===== config.mk =====
export PLATFORM = sky130hd
export DESIGN_NAME = mig_tt_sequencer
export DESIGN_NICKNAME = d
export VERILOG_FILES = /design/src/rtl/mig_pkg.sv /design/src/rtl/mig_maj3_unit.sv /design/src/rtl/mig_tt_sequencer.sv
export SDC_FILE = /design/constraint.sdc
export NUM_CORES = 1
export LEC_CHECK = 0
export ABC_CLOCK_PERIOD_IN_PS = 5410
export CORE_MARGIN = 10
export CORE_UTILIZATION = 30
export CTS_BUF_LIST = sky130_fd_sc_hd__clkbuf_4 sky130_fd_sc_hd__clkbuf_8
export DETAILED_ROUTE_END_ITERATION = 12
export SLEW_MARGIN = 25
export SYNTH_ARGS = -nofsm -noshare
export SYNTH_HDL_FRONTEND = slang
export SYNTH_SLANG_ARGS = --single-unit

===== constraint.sdc =====
create_clock -name clk -period 5.41 [get_ports clk]
set_input_delay 0.541 -clock clk [delete_from_list [all_inputs] [get_ports clk]]
set_output_delay 0.541 -clock clk [all_outputs]
set_load 0.02 [all_outputs]

===== src/rtl/mig_pkg.sv =====
// Shared types and constants for the MIG truth-table sequencer.
// Operand/node encodings, select decode points and FSM states.
package mig_pkg;

  localparam int MAX_NODES = 16;
  localparam int SELW      = 5;
  localparam int AW        = $clog2(MAX_NODES);
  localparam int NW        = AW + 1;
  localparam int NODEW     = 3 * (1 + SELW);

  localparam logic [SELW-1:0] SEL_CONST0 = SELW'(0);
  localparam logic [SELW-1:0] SEL_X0     = SELW'(1);
  localparam logic [SELW-1:0] SEL_NODE0  = SELW'(8);

  typedef struct packed {
    logic            inv;
    logic [SELW-1:0] sel;
  } operand_t;

  // operand a sits in the LSBs
  typedef struct packed {
    operand_t c;
    operand_t b;
    operand_t a;
  } node_t;

  typedef enum logic [1:0] {
    IDLE,
    EVAL,
    DONE
  } state_e;

endpackage


===== src/rtl/mig_maj3_unit.sv =====
// Shared MAJ3 evaluator: decodes three operands, applies inversion, votes.
// Ports: nw node word, x input vector, scr earlier node results, node index; y result, err bad ref.
module mig_maj3_unit
  import mig_pkg::*;
(
  input  node_t                nw,
  input  logic [6:0]           x,
  input  logic [MAX_NODES-1:0] scr,
  input  logic [AW-1:0]        node,
  output logic                 y,
  output logic                 err
);

  // returns {bad, value}; only strictly earlier nodes are readable
  function automatic logic [1:0] fetch(
    input operand_t             op,
    input logic [6:0]           xv,
    input logic [MAX_NODES-1:0] sv,
    input logic [AW-1:0]        n
  );
    logic            raw;
    logic            bad;
    logic [SELW-1:0] j;
    raw = 1'b0;
    bad = 1'b0;
    j   = op.sel - SEL_NODE0;
    if (op.sel == SEL_CONST0) begin
      raw = 1'b0;
    end else if (op.sel < SEL_NODE0) begin
      raw = xv[op.sel[2:0] - 3'd1];
    end else if (j < SELW'(n)) begin
      raw = sv[j[AW-1:0]];
    end else begin
      bad = 1'b1;
    end
    return {bad, raw ^ op.inv};
  endfunction

  logic [1:0] fa;
  logic [1:0] fb;
  logic [1:0] fc;

  always_comb begin
    fa  = fetch(nw.a, x, scr, node);
    fb  = fetch(nw.b, x, scr, node);
    fc  = fetch(nw.c, x, scr, node);
    y   = (fa[0] & fb[0]) | (fa[0] & fc[0]) | (fb[0] & fc[0]);
    err = fa[1] | fb[1] | fc[1];
  end

endmodule


===== src/rtl/mig_tt_sequencer.sv =====
// Sweeps x0..x6 over a stored MIG program, one node per cycle, building a 128-bit truth table.
// Ports: program write, start/num_nodes, busy/done, per-vector out_valid/idx/bit, tt, prog_err.
module mig_tt_sequencer
  import mig_pkg::*;
(
  input  logic             clk,
  input  logic             rst,
  input  logic             prog_we,
  input  logic [AW-1:0]    prog_addr,
  input  logic [NODEW-1:0] prog_data,
  input  logic [NW-1:0]    num_nodes,
  input  logic             start,
  output logic             busy,
  output logic             done,
  output logic             out_valid,
  output logic [6:0]       out_idx,
  output logic             out_bit,
  output logic [127:0]     tt,
  output logic             prog_err
);

  node_t                prog [MAX_NODES];
  logic [MAX_NODES-1:0] scr;
  logic [AW-1:0]        node;
  logic [6:0]           vec;
  logic [NW-1:0]        nn;
  state_e               state;

  logic y;
  logic err;
  logic last;
  logic nn_ok;

  // RAM is not reset; writes are blocked outside IDLE
  always_ff @(posedge clk) begin
    if (prog_we && state == IDLE) begin
      prog[prog_addr] <= node_t'(prog_data);
    end
  end

  mig_maj3_unit u_maj (
    .nw   (prog[node]),
    .x    (vec),
    .scr  (scr),
    .node (node),
    .y    (y),
    .err  (err)
  );

  assign last  = ({1'b0, node} == nn - NW'(1));
  assign nn_ok = (num_nodes != '0) &&
                 (num_nodes <= NW'(MAX_NODES));

  always_ff @(posedge clk) begin
    if (rst) begin
      state     <= IDLE;
      busy      <= 1'b0;
      done      <= 1'b0;
      out_valid <= 1'b0;
      out_idx   <= '0;
      out_bit   <= 1'b0;
      tt        <= '0;
      prog_err  <= 1'b0;
      node      <= '0;
      vec       <= '0;
      nn        <= '0;
      scr       <= '0;
    end else begin
      done      <= 1'b0;
      out_valid <= 1'b0;
      unique case (state)
        IDLE: begin
          if (start) begin
            if (nn_ok) begin
              state    <= EVAL;
              busy     <= 1'b1;
              nn       <= num_nodes;
              node     <= '0;
              vec      <= '0;
              tt       <= '0;
              scr      <= '0;
              prog_err <= 1'b0;
            end else begin
              prog_err <= 1'b1;
              done     <= 1'b1;
            end
          end
        end
        EVAL: begin
          if (err) begin
            prog_err <= 1'b1;
          end
          scr[node] <= y;
          if (last) begin
            // vector complete: publish and restart node walk
            out_bit   <= y;
            out_valid <= 1'b1;
            out_idx   <= vec;
            tt[vec]   <= y;
            scr       <= '0;
            node      <= '0;
            vec       <= vec + 7'd1;
            if (vec == 7'd127) begin
              state <= DONE;
            end
          end else begin
            node <= node + AW'(1);
          end
        end
        DONE: begin
          done  <= 1'b1;
          busy  <= 1'b0;
          state <= IDLE;
        end
        default: state <= IDLE;
      endcase
    end
  end

endmodule

Yosys cells after proc, flatten, opt, wreduce, memory -nomap -nowiden
Memory sizes are Yosys's and may differ from the RTL's. A register that Yosys moved wholly into a read port is not among the register bits.
Index checks and enable logic that the tools add are counted.

storage, ports and cells
  register bits = 174
  RAM bits = 288
  input bits = 31
  output and inout port bits = 140
  logic and storage cells = 149
  memories = 1

memory list
  name  depth  width  rd ports  clocked after Yosys merged registers in  write ports  RTL line                text
  prog  16     18     1         1                                        1            mig_tt_sequencer.sv:22  node_t prog [MAX_NODES];

cells by class
  $add $sub $neg = 9
  $lt $le $gt $ge = 17
  equal/unequal tests = 9
  multiplexer cells = 71
  bitwise logic cells = 11
  reduce and logical (&&, ||, !) cells = 19

operators by type and width
  operator                                                     number
  two-way mux 128 bit                                          3
  case mux 128 bit (2 select lines)                            1
  bitwise mux 128 bit                                          1
  two-way mux 16 bit                                           3
  two-way mux 1 bit                                            35
  case mux 16 bit (2 select lines)                             1
  two-way mux 7 bit                                            3
  less-than comparator 4 x 5 -> 1 bit (second input constant)  4
  two-way mux 4 bit                                            5
  bitwise mux 16 bit                                           1
  logical NOT 5 bit                                            3
  less-than comparator 5 x 4 -> 1 bit                          3
  less-than comparator 5 x 4 -> 1 bit (second input constant)  3
  subtractor 5 x 4 -> 5 bit (second input constant)            3
  case mux 7 bit (2 select lines)                              1
  binary-select mux 1 bit (select 4 bit)                       3
  less-than comparator 3 x 4 -> 1 bit (second input constant)  3
  AND reduction 3 bit                                          4
  inequality test 2 bit (second input constant)                5
  binary-select mux 1 bit (select 3 bit)                       3
  subtractor 3 x 1 -> 3 bit (second input constant)            3
  less-than comparator 7 x 8 -> 1 bit (second input constant)  1
  two-way mux 2 bit                                            4
  case mux 4 bit (2 select lines)                              1
  25 further kinds                                             39

Depth between registers and ports, before layout
Gate-level depths: netlist of run 1.

  depth in word-level cells = 13
  depth in mapped cells = 23
  gate-level depth less buffers = 15

Cells and area by module
Synthesis of run 1 repeated with hierarchy kept, for this count alone.

second synthesis, totals
  cells, all modules = 1,391
  area total of the unflattened synthesis = 19,718.9 µm²

by module, submodules not included
  module            times used  cells each  area an instance (µm²)
  mig_tt_sequencer  1           1,272       18,590.3
  mig_maj3_unit     1           119         1,128.6

Least setup slack after synthesis of run 1
No wires, ideal clock.

  kind = flip-flop to flip-flop
  start = reg (tool-made name)
  end = reg tt[10]
  library setup time = 0.096 ns
  arrival = 4.063 ns
  path slack = 1.251 ns
  stages on the path, launching flop included = 22
  period minus slack after synthesis = 4.159 ns
  cells stage by stage = dfxtp_1 buf_4 buf_6 buf_6 buf_6 buf_6 mux4_2 mux4_2 inv_1 ha_1 inv_1 a211oi_1 o21ai_1 nor4b_1 o2111ai_1 nand3_1 xnor2_1 maj3_2 buf_6 buf_6 buf_6 o41ai_2

RTL lines
  item                             RTL line                text
  to (signal, indexed assignment)  mig_tt_sequencer.sv:99  tt[vec] <= y;
  to (decl)                        mig_tt_sequencer.sv:18  output logic [127:0] tt,

==> results of run 1 <==
## kinds of logic (layout without fill, tap and decap cells)
family / Yosys count / after routing / share of synthesized area (%)
multiplexers: 146 / 146 / 11.5
AO/OA/AOI/OAI: 323 / 323 / 14.0
buffers and inverters: 169 / 371 / 3.59
adder cells (fa/ha/maj): 25 / 25 / 1.44
AND/OR/NAND/NOR: 533 / 533 / 12.3
other: 0 / 2 / 0
flip-flops: 466 / 466 / 56.6
XOR/XNOR: 16 / 16 / 0.649
## placed cells by master (no fill, tap or decap), drive strengths merged, types with 30 or more instances in the layout
master / synthesis / layout
a21oi: 30 / 30
buf: 42 / 36
clkbuf: 99 / 115
clkdlybuf4s50: 0 / 169
dfxtp: 178 / 178
edfxtp: 288 / 288
mux2i: 54 / 54
mux4: 76 / 76
nand2: 205 / 205
nand3: 63 / 63
nand3b: 94 / 94
nor2: 82 / 82
o21ai: 115 / 115
o41ai: 115 / 115
## worst max-delay path by stage
stage	from	slack, ns	endpoint	cells past startpoint
floorplan	register	1.25	tt[10]	21
global placement	register	0.71	tt[86]	12
detailed placement	register	0.66	tt[119]	14
CTS	register	0.65	tt[93]	12
global route	register	0.33	tt[126]	15
finish	register	0.66	tt[86]	15
## area by class of cell
cell class	count	area, sq um	share of cell area [%]
timing repair buffer	205	2070	7.99
multi-input combinational	1043	8750	33.7
clock inverter	23	203	0.781
inverter	28	105	0.405
sequential	466	12200	47.1
clock buffer	115	1410	5.42
antenna	2	5.00	0.0193
tap	950	1190	4.58
## sequential cells by signal, indices dropped and copies added, names as in the netlist, named ones only
name,cells
tt,128
prog,288
busy,1
out_idx,7
out_valid,1
node,4
nn,5
out_bit,1
state,2
done,1
prog_err,1
vec,7
scr,16
## layer usage
metal | share of wire, % | vias to the layer above
li1 | - | 6736
met1 | 42 | 7447
met2 | 49 | 484
met3 | 6.4 | 104
met4 | 2.1 | 10
met5 | 0.12 | -
## where the power goes
part	internal, mW	switching [mW]
Combinational	0.267	0.508
Clock	1.81	1.43
Sequential	3.80	0.0266
Total	5.88	1.96
==> metrics.cfg, run 1 <==
[yosys]
synth_top_area_share_pct=40.1
synth-seq-area-share_pct=56.6
syn_avg_cell_area_sq_um=12.9
synth_nets=1733
ys_top_cells_by_area=edfxtp_1 40%, dfxtp_1 17%, mux4_2 7.9%
synth_top_flop_cell=edfxtp_1
syn_area_sq_um=21600
synth.top_cells.by_count=288 x edfxtp_1, 204 x nand2_1, 178 x dfxtp_1, 103 x o41ai_2
yosys.area.top_type=edfxtp_1
ys_ff_latch=466
yosysUniqueCellTypes=73
synthCells=1678
synth_edf_count=288
async_flop_share_pct=0
ys.warnings.count=0
synth.most_common_cell=edfxtp_1

[die]
die_area_sq_um=83100
io_pins=171
core-area_sq_um=71400
dieWidth_um=288
start_util_pct=30.3
die_y_um=288
num_rows=98

[setup_path]
worstReg2RegEnd=tt[86]
timing_worst_setup_path_type=reg -> reg
start_kind=register
r2r_cells=15
crit_path_top_delay_cell=mux4_2
crit_family=simple AND/OR/NAND/NOR gates
required_ns=5.96
end_kind=register
cp.arrival_ns=5.29
path_buf_inv=3
max_stage_delay_ns=0.63
crit_chain=buf_12 -> mux4_2 -> and2_4 -> nor2_4 -> inv_1 -> ha_1 -> nor3b_1 -> a21oi_1 -> and4_1 -> o211ai_1 -> nand3_1 -> xnor2_1 -> maj3_4 -> buf_4 -> o41ai_2
regToRegSetupSlack_ns=0.66
cp_max_fo=32

[hold_path]
whs_path_depth=2
hold_class=in -> reg
worstHoldStart=rst
min_to=vec[0]

[cts]
clock_latency_ns=0.67
cts_buffers=80
cts_root_buf=clkbuf_8
cts_max_path_buffers=3
cts_sinks=466
cts_tree=done
cts_setup_buffers=0
clk_pin_slew_ns=0.06
htree_levels=3
postCtsHoldBufs=0
cts_resized=0

[grt]
groute.layer.met1.usage_pct=18.2
antenna_found_initial=6
grt_use_total_pct=14.4
grt_pass1_wl_um=93400
grt_max_degree=82
grt_pass1_vias=14800
grtUsageMet3_pct=3.48
gr-max-usage-layer=met2
use_met2_pct=24.1
grt_overflow=0

[placement]
post-place-cells=2691
place.gp.congestion=0.853
post_dp_cell_area_sq_um=24300
hpwl_um=38400
post-place-ws_ns=0.656
portBuffers=170

[finish]
area_growth_pct=20.2
final_util_pct=36.4
stdcell_area_sq_um=25900
drive_gt1_share_pct=21.2
final_nets=1879
fillers=6763
fin_cells=2832

[route]
detail_route.wl_per_cell_um=21.8
vias_per_cell=5.22
drtAntennaViolNets=0
wirelength_um=61600
drtPass1Iterations=6
dr_total_vias=14800
drt_first_iter_violations=1268
drc=0

[timing]
final-setup-viol-count=0
hold_viol_final=0
clock_skew_ns=0.0403
whs_ns=0.447
worstMarginPinSlew_ns=1.05
fmax_ghz=0.211
tns_ns=0
period_minus_slack_ns=4.75
rsz0062_at_grt=false
post-route-period-util_pct=87.7
fin_ws_ns=0.664
final_max_slew_viol_count=0
relSlewSlack_pct=29.7

[power]
design_power_total_mw=7.85
powerDensity_nw_per_um2=302
cellLeakagePower_nw=8.41
peakVddDrop_mv=0.176

[status]
status=finished, final reports clean

[run]
cap_violations=0

Note: power is estimated with default switching activity, not from simulation.
==> run 2, diff against run 1 <==
--- a/config.mk
+++ b/config.mk
@@ -10,6 +10,7 @@
 export CORE_UTILIZATION = 30
 export CTS_BUF_LIST = sky130_fd_sc_hd__clkbuf_4 sky130_fd_sc_hd__clkbuf_8
 export DETAILED_ROUTE_END_ITERATION = 12
+export GPL_ROUTABILITY_DRIVEN = 0
 export SLEW_MARGIN = 25
 export SYNTH_ARGS = -nofsm -noshare
 export SYNTH_HDL_FRONTEND = slang
==> run 2 against run 1 <==
Compared with the run above: routed wire length fell by 0.82%; utilization about the same; global-route usage decreased by 0.27 points; sequential power barely moved; power is essentially flat; count of clock-buffer cells in the layout shrank 12; largest cell class unchanged; largest power group unchanged; highest routed layer unchanged.
==> metrics.cfg, run 2 (synthesized netlist as in run 1, its figures left out) <==
[hold_path]
worstHoldStart=rst
hold_class=in -> reg
min_to=vec[0]
whs_path_depth=2  ; unchanged

[grt]
antenna_found_initial=7  ; +1
grt_pass1_wl_um=91800  ; -1.8%
grt_overflow=0  ; unchanged
grt_use_total_pct=14.2  ; -0.27 points
grt_max_degree=88  ; +7.3%
grt_pass1_vias=14800  ; +0.067%

[setup_path]
required_ns=5.96  ; about the same
cp.arrival_ns=5.44  ; +0.15 ns
worstReg2RegEnd=tt[37]
start_kind=register
regToRegSetupSlack_ns=0.52  ; -0.15 ns
r2r_cells=16  ; +1
timing_worst_setup_path_type=reg -> reg
cp_max_fo=50  ; +56%
end_kind=register

[cts]
htree_levels=3  ; unchanged
clk_pin_slew_ns=0.06  ; about the same
cts_buffers=80  ; unchanged
cts_setup_buffers=0  ; unchanged
cts_tree=done
cts_max_path_buffers=3  ; unchanged
postCtsHoldBufs=0  ; unchanged
cts_resized=0  ; unchanged
cts_sinks=466  ; unchanged
clock_latency_ns=0.68  ; about the same
cts_root_buf=clkbuf_8

[timing]
fin_ws_ns=0.515  ; -0.149 ns
fmax_ghz=0.204  ; -3.0%
final_max_slew_viol_count=0  ; unchanged
clock_skew_ns=0.0466  ; +0.00627 ns
rsz0062_at_grt=false
hold_viol_final=0  ; unchanged
tns_ns=0  ; unchanged
post-route-period-util_pct=90.5  ; +2.7 points
final-setup-viol-count=0  ; unchanged
worstMarginPinSlew_ns=0.913  ; -0.138 ns
period_minus_slack_ns=4.89  ; +0.149 ns
relSlewSlack_pct=38.9  ; +9.3 points

[run]
cap_violations=0  ; unchanged

[die]
dieWidth_um=288  ; unchanged
die_y_um=288  ; unchanged
io_pins=171  ; unchanged
core-area_sq_um=71400  ; unchanged
start_util_pct=30.3  ; unchanged
die_area_sq_um=83100  ; unchanged
num_rows=98  ; unchanged

[route]
wirelength_um=61100  ; -0.82%
vias_per_cell=5.23  ; +0.17%
drt_first_iter_violations=1299  ; +2.4%
drc=0  ; unchanged
drtAntennaViolNets=0  ; unchanged
detail_route.wl_per_cell_um=21.6  ; -0.99%
drtPass1Iterations=5  ; -1
dr_total_vias=14800  ; +0.35%

[finish]
multiInputGateArea_sq_um=8750  ; about the same
drive_gt1_share_pct=21.3  ; +0.10 points
fillers=6848  ; +1.3%
area_growth_pct=20.3  ; about the same
reg_top3=prog (288), tt (128), scr (16)
regMostFlops=prog
layout_common_cells=288 x edfxtp_1, 203 x nand2_1, 174 x dfxtp_1, 169 x clkdlybuf4s50_1, 103 x o41ai_2
final_nets=1880  ; +0.053%
largest_register_ffs=288  ; unchanged
register_area_sq_um=12200  ; unchanged
final_common_cell=edfxtp_1

[power]
cellLeakagePower_nw=8.42  ; about the same
design_power_total_mw=7.84  ; about the same
powerDensity_nw_per_um2=302  ; about the same
peakVddDrop_mv=0.152  ; -14%

[placement]
portBuffers=170  ; unchanged
hpwl_um=38200  ; -0.43%
post-place-ws_ns=0.553  ; -0.103 ns

[status]
status=finished, final reports clean

run 2: worst max path at each step:
stage / to / from / cells after the start / slack [ns]
final: tt[37] / register / 16 / 0.52
after global routing: tt[37] / register / 16 / 0.18
after CTS: tt[37] / register / 16 / 0.52
after detailed placement: tt[37] / register / 16 / 0.55
after global placement: tt[37] / register / 16 / 0.57
after floorplan: tt[10] / register / 21 / 1.25
run 2: critical path, stage by stage (launching register included):
cell       delay (ns)
dfxtp_2          0.87
buf_4            0.36
nor2_1           0.06
a2bb2oi_1        0.45
a21oi_4          0.15
nor2_4           0.18
inv_1            0.08
ha_1             0.38
nor3b_1          0.25
a21oi_1          0.06
and4_1           0.20
o211ai_1         0.17
nand3_1          0.12
xnor2_1          0.15
maj3_4           0.55
buf_12           0.30
o41ai_1          0.40
run 2: layout make-up:
cell class / instances / share of cell area, %
timing repair buffer: 206 / 7.97
clock buffer: 103 / 5.15
sequential: 466 / 47.1
tap: 950 / 4.58
inverter: 28 / 0.405
multi-input combinational: 1043 / 33.7
clock inverter: 39 / 1.13
antenna: 2 / 0.0193
run 2: routing by layer:
| metal | wire [um] | track usage, % |
|---|---|---|
| met1 | 26100 | 18.0 |
| met2 | 29800 | 23.5 |
| met3 | 4190 | 3.44 |
| met4 | 1030 | 4.47 |
| met5 | 57 | 0 |
run 2: report_power, final:
part	leakage (nW)	total, mW	switching [mW]	internal (mW)
registers	4.04	3.83	0.0286	3.80
clock network	0.858	3.25	1.51	1.74
logic	3.53	0.765	0.505	0.261
run 2: per-stage QoR:
step / cell area (sq um) / instances / hold slack [ns] / util, %
6_report: 26000 / 2837 / 0.464 / 36.4
5_1_grt: 26000 / 2837 / 0.457 / 36.4
4_1_cts: 25900 / 2834 / 0.400 / 36.3
3_5_place_dp: 24300 / 2692 / 0.464 / 34.1
3_3_place_gp: 24300 / 2692 / 0.457 / 34.0
2_1_floorplan: 21600 / 1678 / 0.466 / -
